==> src/rtl/bcd_dec_arbiter_pkg.sv <==
// rtl/bcd_dec_arbiter_pkg.sv - shared types and constants for the BCD decoder arbiter
package bcd_dec_arbiter_pkg;

  typedef enum logic [1:0] {
    IDLE = 2'b00,
    CONV = 2'b01,
    DONE = 2'b10
  } state_t;

  localparam logic REQ_A = 1'b0;
  localparam logic REQ_B = 1'b1;

  localparam logic [5:0] BCD_MAX_BIN  = 6'd39;
  localparam logic [5:0] BCD_ERR_CODE = 6'h3F;

endpackage

==> src/rtl/bcd_dec_arbiter_if.sv <==
// rtl/bcd_dec_arbiter_if.sv - requester handshake and decoder port bundle
interface bcd_dec_arbiter_if;
  logic       req_a;
  logic       req_b;
  logic [5:0] bin_a;
  logic [5:0] bin_b;
  logic       ack_a;
  logic       ack_b;
  logic [5:0] bcd_out;
  logic       err;
  logic       gnt;
  logic       busy;
  logic       dec_g_n;
  logic [5:0] dec_bin;
  logic [5:0] dec_bcd;

  modport master (
    output req_a, req_b, bin_a, bin_b, dec_bcd,
    input  ack_a, ack_b, bcd_out, err, gnt, busy, dec_g_n, dec_bin
  );

  modport slave (
    input  req_a, req_b, bin_a, bin_b, dec_bcd,
    output ack_a, ack_b, bcd_out, err, gnt, busy, dec_g_n, dec_bin
  );
endinterface

==> src/rtl/bcd_dec_arbiter_rr_arb2.sv <==
// rtl/bcd_dec_arbiter_rr_arb2.sv - combinational two-way round-robin pick
module rr_arb2
  import bcd_dec_arbiter_pkg::*;
(
  input  logic req_a,
  input  logic req_b,
  input  logic last,
  output logic grant_valid,
  output logic grant_id
);

  assign grant_valid = req_a | req_b;
  // On contention the requester not served last wins
  assign grant_id    = (req_a & req_b) ? ~last : (req_b ? REQ_B : REQ_A);

endmodule

==> src/rtl/bcd_dec_arbiter.sv <==
// rtl/bcd_dec_arbiter.sv - round-robin sequencer for the shared 6-bit binary-to-BCD decoder
// Optional operand range check: BCD_ARB_RANGE_CHECK_EN
module bcd_dec_arbiter
  import bcd_dec_arbiter_pkg::*;
#(
  parameter int WAIT_CYCLES = 1
)
(
  input logic              clk,
  input logic              reset,
  bcd_dec_arbiter_if.slave bus
);

  localparam logic [3:0] WAIT_INIT = 4'(WAIT_CYCLES);

  state_t     state;
  logic [3:0] cnt;
  logic       last;
  logic       gnt_q;
  logic       ack_a_q;
  logic       ack_b_q;
  logic       busy_q;
  logic       dec_g_n_q;
  logic [5:0] dec_bin_q;
  logic [5:0] bcd_q;
  logic       grant_valid;
  logic       grant_id;
  logic [5:0] win_bin;

  rr_arb2 u_arb (
    .req_a       (bus.req_a),
    .req_b       (bus.req_b),
    .last        (last),
    .grant_valid (grant_valid),
    .grant_id    (grant_id)
  );

  assign win_bin = (grant_id == REQ_B) ? bus.bin_b : bus.bin_a;

`ifdef BCD_ARB_RANGE_CHECK_EN
  logic err_q;
  assign bus.err = err_q;
`else
  assign bus.err = 1'b0;
`endif

  always_ff @(posedge clk or posedge reset) begin
    if (reset) begin
      state     <= IDLE;
      cnt       <= 4'd0;
      last      <= REQ_B;
      gnt_q     <= REQ_A;
      ack_a_q   <= 1'b0;
      ack_b_q   <= 1'b0;
      busy_q    <= 1'b0;
      dec_g_n_q <= 1'b1;
      dec_bin_q <= 6'd0;
      bcd_q     <= 6'd0;
`ifdef BCD_ARB_RANGE_CHECK_EN
      err_q     <= 1'b0;
`endif
    end else begin
      case (state)
        IDLE: begin
          if (grant_valid) begin
            gnt_q  <= grant_id;
            busy_q <= 1'b1;
`ifdef BCD_ARB_RANGE_CHECK_EN
            // Out-of-range operands never reach the decoder
            if (win_bin > BCD_MAX_BIN) begin
              bcd_q   <= BCD_ERR_CODE;
              err_q   <= 1'b1;
              ack_a_q <= (grant_id == REQ_A);
              ack_b_q <= (grant_id == REQ_B);
              last    <= grant_id;
              state   <= DONE;
            end else begin
              dec_bin_q <= win_bin;
              dec_g_n_q <= 1'b0;
              cnt       <= WAIT_INIT;
              state     <= CONV;
            end
`else
            dec_bin_q <= win_bin;
            dec_g_n_q <= 1'b0;
            cnt       <= WAIT_INIT;
            state     <= CONV;
`endif
          end
        end
        CONV: begin
          if (cnt != 4'd0) begin
            cnt <= cnt - 4'd1;
          end else begin
            bcd_q     <= bus.dec_bcd;
`ifdef BCD_ARB_RANGE_CHECK_EN
            err_q     <= 1'b0;
`endif
            ack_a_q   <= (gnt_q == REQ_A);
            ack_b_q   <= (gnt_q == REQ_B);
            dec_g_n_q <= 1'b1;
            last      <= gnt_q;
            state     <= DONE;
          end
        end
        DONE: begin
          ack_a_q <= 1'b0;
          ack_b_q <= 1'b0;
          busy_q  <= 1'b0;
          state   <= IDLE;
        end
        default: state <= IDLE;
      endcase
    end
  end

  assign bus.ack_a   = ack_a_q;
  assign bus.ack_b   = ack_b_q;
  assign bus.bcd_out = bcd_q;
  assign bus.gnt     = gnt_q;
  assign bus.busy    = busy_q;
  assign bus.dec_g_n = dec_g_n_q;
  assign bus.dec_bin = dec_bin_q;

endmodule

==> src/flat_wrapper.sv <==
// flat-port wrapper written by rule: the top's interface ports become plain ports
module bcd_dec_arbiter_flat import bcd_dec_arbiter_pkg::*;
#(
  parameter int WAIT_CYCLES = 1
)
  (clk, reset, bus_req_a, bus_req_b, bus_bin_a, bus_bin_b, bus_dec_bcd, bus_ack_a, bus_ack_b, bus_bcd_out, bus_err, bus_gnt, bus_busy, bus_dec_g_n, bus_dec_bin);
  bcd_dec_arbiter_if bus_i ();
  input logic clk;
  input logic reset;
  input wire logic [$bits(bus_i.req_a)-1:0] bus_req_a;
  input wire logic [$bits(bus_i.req_b)-1:0] bus_req_b;
  input wire logic [$bits(bus_i.bin_a)-1:0] bus_bin_a;
  input wire logic [$bits(bus_i.bin_b)-1:0] bus_bin_b;
  input wire logic [$bits(bus_i.dec_bcd)-1:0] bus_dec_bcd;
  output wire logic [$bits(bus_i.ack_a)-1:0] bus_ack_a;
  output wire logic [$bits(bus_i.ack_b)-1:0] bus_ack_b;
  output wire logic [$bits(bus_i.bcd_out)-1:0] bus_bcd_out;
  output wire logic [$bits(bus_i.err)-1:0] bus_err;
  output wire logic [$bits(bus_i.gnt)-1:0] bus_gnt;
  output wire logic [$bits(bus_i.busy)-1:0] bus_busy;
  output wire logic [$bits(bus_i.dec_g_n)-1:0] bus_dec_g_n;
  output wire logic [$bits(bus_i.dec_bin)-1:0] bus_dec_bin;
  assign bus_i.req_a = bus_req_a;
  assign bus_i.req_b = bus_req_b;
  assign bus_i.bin_a = bus_bin_a;
  assign bus_i.bin_b = bus_bin_b;
  assign bus_i.dec_bcd = bus_dec_bcd;
  assign bus_ack_a = bus_i.ack_a;
  assign bus_ack_b = bus_i.ack_b;
  assign bus_bcd_out = bus_i.bcd_out;
  assign bus_err = bus_i.err;
  assign bus_gnt = bus_i.gnt;
  assign bus_busy = bus_i.busy;
  assign bus_dec_g_n = bus_i.dec_g_n;
  assign bus_dec_bin = bus_i.dec_bin;
  bcd_dec_arbiter #(.WAIT_CYCLES(WAIT_CYCLES)) u_core (.clk(clk), .reset(reset), .bus(bus_i));
endmodule
==> config.mk <==
export PLATFORM = sky130hd
export DESIGN_NAME = bcd_dec_arbiter_flat
export DESIGN_NICKNAME = d
export VERILOG_FILES = /design/src/rtl/bcd_dec_arbiter_pkg.sv /design/src/rtl/bcd_dec_arbiter_if.sv /design/src/rtl/bcd_dec_arbiter_rr_arb2.sv /design/src/rtl/bcd_dec_arbiter.sv /design/src/flat_wrapper.sv
export SDC_FILE = /design/constraint.sdc
export NUM_CORES = 1
export LEC_CHECK = 0
export ABC_CLOCK_PERIOD_IN_PS = 1900
export BUFFER_PORTS_ARGS = -buffer_cell sky130_fd_sc_hd__buf_2
export CORE_MARGIN = 4
export CORE_UTILIZATION = 25
export DETAILED_ROUTE_END_ITERATION = 10
export GPL_TIMING_DRIVEN = 0
export SLEW_MARGIN = 10
export SYNTH_ARGS = -nofsm -noshare
export SYNTH_HDL_FRONTEND = slang
export SYNTH_HIERARCHICAL = 1
export SYNTH_SLANG_ARGS = --single-unit
==> constraint.sdc <==
create_clock -name clk -period 1.9 [get_ports clk]
set_clock_uncertainty 0.1 [all_clocks]
set_input_delay 0.19 -clock clk [delete_from_list [all_inputs] [get_ports clk]]
set_output_delay 0.19 -clock clk [all_outputs]
set_load 0.02 [all_outputs]
==> results of run 1 <==
## flip-flops by register name, indices dropped and copies added (netlist names)
register and count:
u_core/bus.bcd_out 6, u_core/bus.busy 1, u_core/bus.dec_g_n 1, u_core/state 2, u_core/bus.ack_b 1, u_core/bus.dec_bin 6, u_core/bus.ack_a 1, u_core/cnt 4
u_core/last 1, u_core/bus.gnt 1
## repair_timing
item / in CTS / in global routing
resized for setup: 0 / 1
setup buffers: 0 / 2
setup endpoints to repair: 0 / 6
hold buffers: 0 / 0
## layout make-up
cell class	instances	area share [%]
inverter	8	2.54
buffer	4	1.61
tap	52	4.41
multi-input combinational	64	33.6
timing repair buffer	40	13.9
sequential	24	40.9
clock buffer	4	3.05
## cell usage in the layout, fill, tap and decap left out, types with 2 or more instances in the layout
cell type	count
nand2_1	6
mux2_4	7
o32ai_1	2
nor3b_4	2
clkbuf_1	2
mux2i_1	6
dfrtp_1	22
a21oi_1	10
clkbuf_8	3
dfstp_2	2
ha_1	2
nor2_1	9
nand3_1	2
inv_1	5
inv_2	2
buf_2	39
buf_4	4
o21ai_0	4
## stage by stage
step,area [um2],worst slack [ps]
global route,1480,32.2
detailed placement,1420,43.6
floorplan,1160,204
CTS,1460,13.5
global placement,1420,52.1
finish,1480,122
## power breakdown
group          switching [mW]  internal [mW]  total, mW
clock                   0.152          0.150      0.302
combinational           0.694          0.565       1.26
sequential              0.184          0.776      0.960
total                    1.03           1.49       2.52
## how the worst max path moves through the flow
stage,cells after the start,endpoint,startpoint
final,6,u_core/bus.bcd_out[5]$_DFFE_PP0P_,u_core/cnt[1]$_DFFE_PP0P_
after global routing,6,u_core/bus.bcd_out[3]$_DFFE_PP0P_,u_core/cnt[1]$_DFFE_PP0P_
after CTS,6,u_core/bus.bcd_out[2]$_DFFE_PP0P_,u_core/cnt[0]$_DFFE_PP0P_
after detailed placement,6,u_core/bus.bcd_out[0]$_DFFE_PP0P_,u_core/cnt[0]$_DFFE_PP0P_
after global placement,6,u_core/bus.bcd_out[1]$_DFFE_PP0P_,u_core/cnt[0]$_DFFE_PP0P_
after floorplan,6,u_core/bus.bcd_out[0]$_DFFE_PP0P_,u_core/cnt[0]$_DFFE_PP0P_
## worst max-delay path: stages, from the launching register on
cell and delay, ps:
dfrtp_1 410, inv_1 110, ha_1 200, nor3b_4 280, nand3_4 150, inv_8 130
mux2_4 300
## routing by layer
metal  vias up  wire, um  GRT usage, %
li1        433         -             -
met1       401      1140          11.3
met2        34      1110          12.8
met3         2       204          2.48
met4         0        38          5.24
met5         -         0             0
## logic make-up after synthesis
kind of cell,after synthesis
AO/OA/AOI/OAI,22
adder cells (fa/ha/maj),2
buffers and inverters,12
flip-flops,24
multiplexers,14
other,1
AND/OR/NAND/NOR,25
==> flow_metrics.py, run 1 <==
metrics = {
    "power_and_ir_drop": {
        "cellPowerDensity_nw_per_um2": 1710,
        "leakagePower_nw": 0.710,
        "ir_drop_uv": 598,
        "total_power_mw": 2.52,
    },
    "sta": {
        "setup_tns_ps": 0,
        "hold_ws_ps": 7.54,
        "worst_slew_pin_slew_ps": 898,
        "hold_viol_final": 0,
        "clock.fmax_mhz": 563,
        "setup_viol": 0,
        "min_period_ps": 1780,
        "min_period_over_period_pct": 93.6,
        "rsz0062_at_grt": "no",
        "slew_headroom_pct": 40.1,
        "report.final.slew_viol_count": 0,
    },
    "clock_network": {
        "root_buffer": "clkbuf_8",
        "cts_made_buffers": 3,
        "cts_tree": "built",
        "cts_htree_levels": 1,
        "cts.sinks": 24,
        "clk-insertion-delay-late_ps": 260,
        "clkTransAtPathRegs_ps": 80,
        "ctsLongestPathBuffers": 2,
    },
    "route": {
        "vias": 870,
        "first_iter_violations": 40,
        "antenna_left": 0,
        "routed_via_density": 4.44,
        "first_pass_iters": 4,
        "wirelength_mm": 2.49,
        "wl_per_cell_um": 12.7,
        "post-route-drc-count": 0,
    },
    "finish": {
        "seq_area_um2": 603,
        "drive_gt1_share_pct": 43.1,
        "syn2layout_area_growth_pct": 27.2,
        "finish.utilization_pct": 33.4,
        "fin_cells": 196,
        "layout.nets": 169,
        "n_fill_cell": 440,
        "multi_input_area_um2": 495,
        "diodes": 0,
    },
    "status": {
        "status": "finished, final reports clean",
    },
    "yosys": {
        "synth_compound_area_share_pct": 11.7,
        "synth_top_family_by_area": "multiplexers",
        "synthAdderAreaFrac_pct": 2.16,
        "synthCells": 100,
        "synth_mux_area_share_pct": 15.2,
        "yosys_register_bits": 24,
        "synth_top_area_share_pct": 47.5,
        "syn_area_um2": 1160,
        "yosys_warnings": 6,
        "synth.most_common_cell": "dfrtp_1",
        "syn_nets": 124,
        "yosys.area.top_type": "dfrtp_1",
        "synth_xor_area_share_pct": 0,
        "synthTopCellsByCount": "dfrtp_1 (22), a21oi_1 (10), nor2_1 (9), mux2_4 (7)",
        "synth_edf_count": 0,
        "synth_cell_types": 32,
        "synth-seq-area-share_pct": 52.0,
        "yosys-top-cells-area": "dfrtp_1 (47%), mux2_4 (9.1%), mux2i_1 (5.2%)",
        "ys.flop_type": "dfrtp_1",
        "synth_simple_gate_area_share_pct": 13.4,
        "async_flop_share_pct": 100,
        "avgSynthCellArea_um2": 11.6,
    },
    "die": {
        "die_y_um": 76.1,
        "start_util_pct": 26.3,
        "io_pins": 40,
        "num_rows": 24,
        "dieArea_um2": 5790,
        "die_w_um": 76.1,
        "core_um2": 4410,
    },
    "worst_setup_path": {
        "critPathKind": "flip-flop to flip-flop",
        "worst-path-max-fanout": 10,
        "reg2regPathDepth": 6,
        "timing.reg2reg.setup_slack_ps": 120,
        "required_ps": 1950,
        "regToRegEndpoint": "u_core/bus.bcd_out[5]$_DFFE_PP0P_",
        "end_kind": "flip-flop",
        "start_kind": "flip-flop",
        "crit_arrival_ps": 1830,
        "reg2reg_from": "u_core/cnt[1]$_DFFE_PP0P_",
    },
    "global_routing": {
        "grt_use_total_pct": 8.73,
        "grt_max_degree": 25,
        "overflow": 0,
        "antenna_found_initial": 0,
        "grt_pass1_vias": 875,
        "grt_pass1_wl_mm": 4.14,
    },
    "placed_design": {
        "port-buffer-count": 38,
        "place_inst": 190,
        "hpwl_mm": 1.81,
        "place_congestion": 0.740,
    },
    "flow_run": {
        "max_cap_violations": 0,
    },
    "min_path": {
        "hold_class": "primary input to asynchronous set/reset pin",
    },
}
No activity file was read; power rests on OpenSTA's default activity.
==> run 2: changes to the inputs <==
--- a/config.mk
+++ b/config.mk
@@ -11,6 +11,7 @@
 export CORE_UTILIZATION = 25
 export DETAILED_ROUTE_END_ITERATION = 10
 export GPL_TIMING_DRIVEN = 0
+export RECOVER_POWER = 100
 export SLEW_MARGIN = 10
 export SYNTH_ARGS = -nofsm -noshare
 export SYNTH_HDL_FRONTEND = slang
==> flow_metrics.py, run 2 (synthesized netlist as in run 1, its figures left out) <==
metrics = {
    "placed_design": {
        "port-buffer-count": 38,
        "place_inst": 190,
        "hpwl_mm": 1.81,
        "placed_area_um2": 1420,
        "place_congestion": 0.740,
    },
    "flow_run": {
        "max_cap_violations": 0,
    },
    "finish": {
        "layout_common_cells": "clkbuf_1 (22), dfrtp_1 (22), buf_2 (21), a21oi_1 (10), nor2_1 (9)",
        "drive_gt1_share_pct": 27.1,
        "syn2layout_area_growth_pct": 23.1,
        "layout.nets": 169,
        "n_fill_cell": 457,
        "diodes": 0,
        "finish.utilization_pct": 32.3,
        "fin_cells": 196,
        "final_area_um2": 1430,
    },
    "global_routing": {
        "grt_use_total_pct": 8.73,
        "overflow": 0,
        "grt_pass1_wl_mm": 4.14,
        "antenna_found_initial": 0,
        "grt_pass1_vias": 875,
        "grt_max_degree": 25,
    },
    "sta": {
        "hold_viol_final": 0,
        "min_period_over_period_pct": 94.8,
        "report.final.slew_viol_count": 0,
        "setup_tns_ps": 0,
        "rsz0062_at_grt": "no",
        "clock.fmax_mhz": 555,
        "slew_headroom_pct": 40.1,
        "min_period_ps": 1800,
        "setup_viol": 0,
        "worst_slew_pin_slew_ps": 897,
    },
    "worst_setup_path": {
        "critPathKind": "flip-flop to flip-flop",
        "reg2regPathDepth": 6,
        "crit_arrival_ps": 1850,
        "timing.reg2reg.setup_slack_ps": 100,
        "regToRegEndpoint": "u_core/bus.bcd_out[1]$_DFFE_PP0P_",
        "worst-path-max-fanout": 10,
        "end_kind": "flip-flop",
        "start_kind": "flip-flop",
        "reg2reg_from": "u_core/cnt[1]$_DFFE_PP0P_",
        "required_ps": 1950,
    },
    "route": {
        "drt-met1-wl_mm": 1.14,
        "first_pass_iters": 4,
        "top_layer_used": "met4",
        "wl_per_cell_um": 12.7,
        "vias": 858,
        "wl_met2_mm": 1.12,
        "wirelength_mm": 2.49,
        "antenna_left": 0,
        "met3_length_um": 188,
        "post-route-drc-count": 0,
        "routed_via_density": 4.38,
        "first_iter_violations": 39,
    },
    "die": {
        "die_y_um": 76.1,
        "num_rows": 24,
        "io_pins": 40,
        "start_util_pct": 26.3,
        "dieArea_um2": 5790,
        "core_um2": 4410,
        "die_w_um": 76.1,
    },
    "power_and_ir_drop": {
        "comb_power_share_pct": 47.9,
        "total_power_mw": 2.41,
        "clkPwrFrac_pct": 12.3,
        "p_seq_share_pct": 39.8,
        "leakagePower_nw": 0.643,
        "cellPowerDensity_nw_per_um2": 1690,
        "ir_drop_uv": 591,
        "p_int_mw": 1.39,
        "swShare_pct": 42.5,
        "p_switching_mw": 1.03,
    },
    "clock_network": {
        "cts_made_buffers": 3,
        "cts.sinks": 24,
        "clk-insertion-delay-late_ps": 260,
        "cts_tree": "built",
        "ctsHoldBuffers": 0,
        "cts_htree_levels": 1,
        "ctsLongestPathBuffers": 2,
        "clkTransAtPathRegs_ps": 80,
        "root_buffer": "clkbuf_8",
    },
    "status": {
        "status": "finished, final reports clean",
    },
    "min_path": {
        "hold_class": "primary input to asynchronous set/reset pin",
    },
}
run 2: routing by layer:
layer  up-vias  global-route usage, %
li1        433                      -
met1       391                   11.3
met2        32                   12.8
met3         2                   2.48
met4         0                   5.24
met5         -                      0
run 2: layout make-up:
cell class	instances	area [um2]	share of cell area [%]
Sequential cell	24	603	42.2
Multi-Input combinational cell	64	478	33.5
Timing Repair Buffer	40	180	12.6
Tap cell	52	65.1	4.56
Clock buffer	4	45.0	3.16
Inverter	8	37.5	2.63
Buffer	4	18.8	1.31
run 2: repair_timing:
item | CTS | global route
setup buffers | 0 | 2
setup endpoints to repair | 0 | 6
resized for setup | 0 | 1
run 2: worst max-delay path by stage:
stage,cells after the start,slack (ps),end,startpoint
2_1_floorplan,6,200,u_core/bus.bcd_out[0]$_DFFE_PP0P_,u_core/cnt[0]$_DFFE_PP0P_
3_3_place_gp,6,50,u_core/bus.bcd_out[1]$_DFFE_PP0P_,u_core/cnt[0]$_DFFE_PP0P_
3_5_place_dp,6,40,u_core/bus.bcd_out[0]$_DFFE_PP0P_,u_core/cnt[0]$_DFFE_PP0P_
4_1_cts,6,10,u_core/bus.bcd_out[2]$_DFFE_PP0P_,u_core/cnt[0]$_DFFE_PP0P_
5_1_grt,6,20,u_core/bus.bcd_out[1]$_DFFE_PP0P_,u_core/cnt[1]$_DFFE_PP0P_
6_report,6,100,u_core/bus.bcd_out[1]$_DFFE_PP0P_,u_core/cnt[1]$_DFFE_PP0P_
run 2: worst max-delay path, cell delays in order (launching register included):
cell	delay, ps
dfrtp_1	410
inv_1	110
ha_1	200
nor3b_4	270
nand3_4	150
inv_8	120
mux2_1	320
run 2: per-stage QoR:
step	setup slack [ps]	hold WS (ps)
3_5_place_dp	43.6	328
4_1_cts	13.5	40.9
3_3_place_gp	52.1	321
5_1_grt	16.2	38.7
2_1_floorplan	204	103
6_report	97.9	10.2
run 2: power groups by stage:
stage | Sequential (mW) | Clock [mW] | Combinational, mW
after floorplan | 1.17 | 0 | 0.692
after global placement | 0.962 | 0 | 1.23
after detailed placement | 0.960 | 0 | 1.26
after CTS | 0.960 | 0.322 | 1.25
after global routing | 1.00 | 0.341 | 1.29
final | 0.959 | 0.297 | 1.16
==> run 3: changes to the inputs <==
--- a/config.mk
+++ b/config.mk
@@ -5,7 +5,7 @@
 export SDC_FILE = /design/constraint.sdc
 export NUM_CORES = 1
 export LEC_CHECK = 0
-export ABC_CLOCK_PERIOD_IN_PS = 1900
+export ABC_CLOCK_PERIOD_IN_PS = 1700
 export BUFFER_PORTS_ARGS = -buffer_cell sky130_fd_sc_hd__buf_2
 export CORE_MARGIN = 4
 export CORE_UTILIZATION = 25
==> constraint.sdc (replaced) <==
create_clock -name clk -period 1.7 [get_ports clk]
set_clock_uncertainty 0.1 [all_clocks]
set_input_delay 0.17 -clock clk [delete_from_list [all_inputs] [get_ports clk]]
set_output_delay 0.17 -clock clk [all_outputs]
set_load 0.02 [all_outputs]
==> flow_metrics.py, run 3 (synthesized netlist as in run 1, its figures left out) <==
metrics = {
    "route": {
        "first_iter_violations": 46,
        "antenna_left": 0,
        "wl_per_cell_um": 13.0,
        "post-route-drc-count": 0,
        "routed_via_density": 4.38,
        "first_pass_iters": 4,
        "wirelength_mm": 2.62,
        "vias": 884,
    },
    "power_and_ir_drop": {
        "total_power_mw": 2.90,
        "leakagePower_nw": 0.690,
        "comb_power_share_pct": 51.0,
        "p_int_mw": 1.69,
        "clkPwrFrac_pct": 11.7,
        "ir_drop_uv": 660,
        "swShare_pct": 41.8,
        "cellPowerDensity_nw_per_um2": 1920,
        "p_seq_share_pct": 37.3,
        "p_switching_mw": 1.21,
    },
    "finish": {
        "layout.nets": 175,
        "finish.utilization_pct": 34.2,
        "syn2layout_area_growth_pct": 30.1,
        "diodes": 0,
        "n_fill_cell": 442,
        "drive_gt1_share_pct": 35.3,
        "fin_cells": 202,
        "final_area_um2": 1510,
        "layout_common_cells": "buf_2 (22), dfrtp_1 (22), clkbuf_1 (19), a21oi_1 (10)",
    },
    "sta": {
        "hold_viol_final": 22,
        "hold_ws_ps": -14.3,
        "setup_viol": 0,
        "min_period_ps": 1660,
        "report.final.slew_viol_count": 0,
        "setup_tns_ps": 0,
        "worst_slew_pin_slew_ps": 903,
        "min_period_over_period_pct": 97.7,
        "clock.fmax_mhz": 602,
        "slew_headroom_pct": 39.8,
        "finalWorstSetupSlack_ps": 39.2,
        "rsz0062_at_grt": "yes",
    },
    "clock_network": {
        "root_buffer": "clkbuf_8",
        "cts_made_buffers": 3,
        "cts_tree": "built",
        "clk-insertion-delay-late_ps": 260,
        "clkTransAtPathRegs_ps": 80,
        "cts.sinks": 24,
        "ctsHoldBuffers": 0,
        "cts_htree_levels": 1,
        "ctsLongestPathBuffers": 2,
    },
    "die": {
        "die_y_um": 76.1,
        "start_util_pct": 26.3,
        "core_um2": 4410,
        "dieArea_um2": 5790,
        "num_rows": 24,
        "die_w_um": 76.1,
        "io_pins": 40,
    },
    "global_routing": {
        "use_met3_pct": 2.48,
        "met2_usage_pct": 13.8,
        "grt_pass1_wl_mm": 4.33,
        "grt_pass1_vias": 904,
        "grt_max_degree": 25,
        "top_usage_layer": "met2",
        "grt_use_total_pct": 9.25,
        "met1_usage_pct": 12.0,
        "overflow": 0,
        "antenna_found_initial": 0,
    },
    "worst_setup_path": {
        "critPathKind": "flip-flop to flip-flop",
        "worst-path-max-fanout": 7,
        "required_ps": 1750,
        "end_kind": "flip-flop",
        "start_kind": "flip-flop",
        "crit_arrival_ps": 1720,
        "reg2regPathDepth": 6,
    },
    "placed_design": {
        "port-buffer-count": 38,
        "dpl_worst_slack_ps": -156,
        "place_inst": 190,
        "placed_area_um2": 1420,
        "place_congestion": 0.740,
        "hpwl_mm": 1.81,
    },
    "status": {
        "status": "finished, violations left",
        "violations": "negative hold slack",
    },
    "flow_run": {
        "max_cap_violations": 0,
    },
    "min_path": {
        "hold_class": "primary input to asynchronous set/reset pin",
    },
}
==> run 3: worst max-delay path: stages (launching register included) <==
cell and delay, ps:
dfrtp_1 420, inv_2 90, ha_4 140, nor3b_4 240, nand3_4 140, inv_8 120, mux2_4 300
==> run 3: final cells by class <==
type                       count  area (um2)  area share [%]
inverter                       8        37.5            2.49
sequential                    24         603            40.0
tap                           52        65.1            4.31
buffer                         4        21.3            1.41
timing repair buffer          46         229            15.2
multi-input combinational     64         508            33.7
clock buffer                   4        45.0            2.99
==> run 3: layer usage <==
layer,part of all wire [%],vias to the layer above
met5,0,-
met4,2.4,0
met3,7.1,5
met2,46,31
met1,45,406
li1,-,442
==> run 3: path summary, 6_finish.rpt <==
check	startpoint	end	slack [ps]
hold / removal	reset	u_core/bus.bcd_out[4]$_DFFE_PP0P_	-10
hold reg to reg	u_core/bus.dec_g_n$_DFFE_PP1P_	u_core/bus.dec_g_n$_DFFE_PP1P_	390
setup / recovery	u_core/cnt[1]$_DFFE_PP0P_	u_core/bus.bcd_out[4]$_DFFE_PP0P_	40
max in group asynchronous	reset	u_core/bus.dec_bin[1]$_DFFE_PP0P_	960
setup reg to reg	u_core/cnt[1]$_DFFE_PP0P_	u_core/bus.bcd_out[4]$_DFFE_PP0P_	40
min in group clk	bus_dec_bcd[0]	u_core/bus.bcd_out[0]$_DFFE_PP0P_	30
==> run 3: power by group through the flow <==
stage	registers, mW	clock network [mW]	logic (mW)
after floorplan	1.30	0	0.774
after global placement	1.08	0	1.37
after detailed placement	1.07	0	1.40
after CTS	1.08	0.360	1.49
after global routing	1.13	0.384	1.63
final	1.08	0.339	1.48
==> run 3: timing repair <==
action | CTS | global route
pin swaps | 1 | 2
resized for setup | 3 | 1
setup buffers | 6 | 2
endpoints found under the setup margin | 7 | 7
endpoints found under the hold margin | 0 | 0
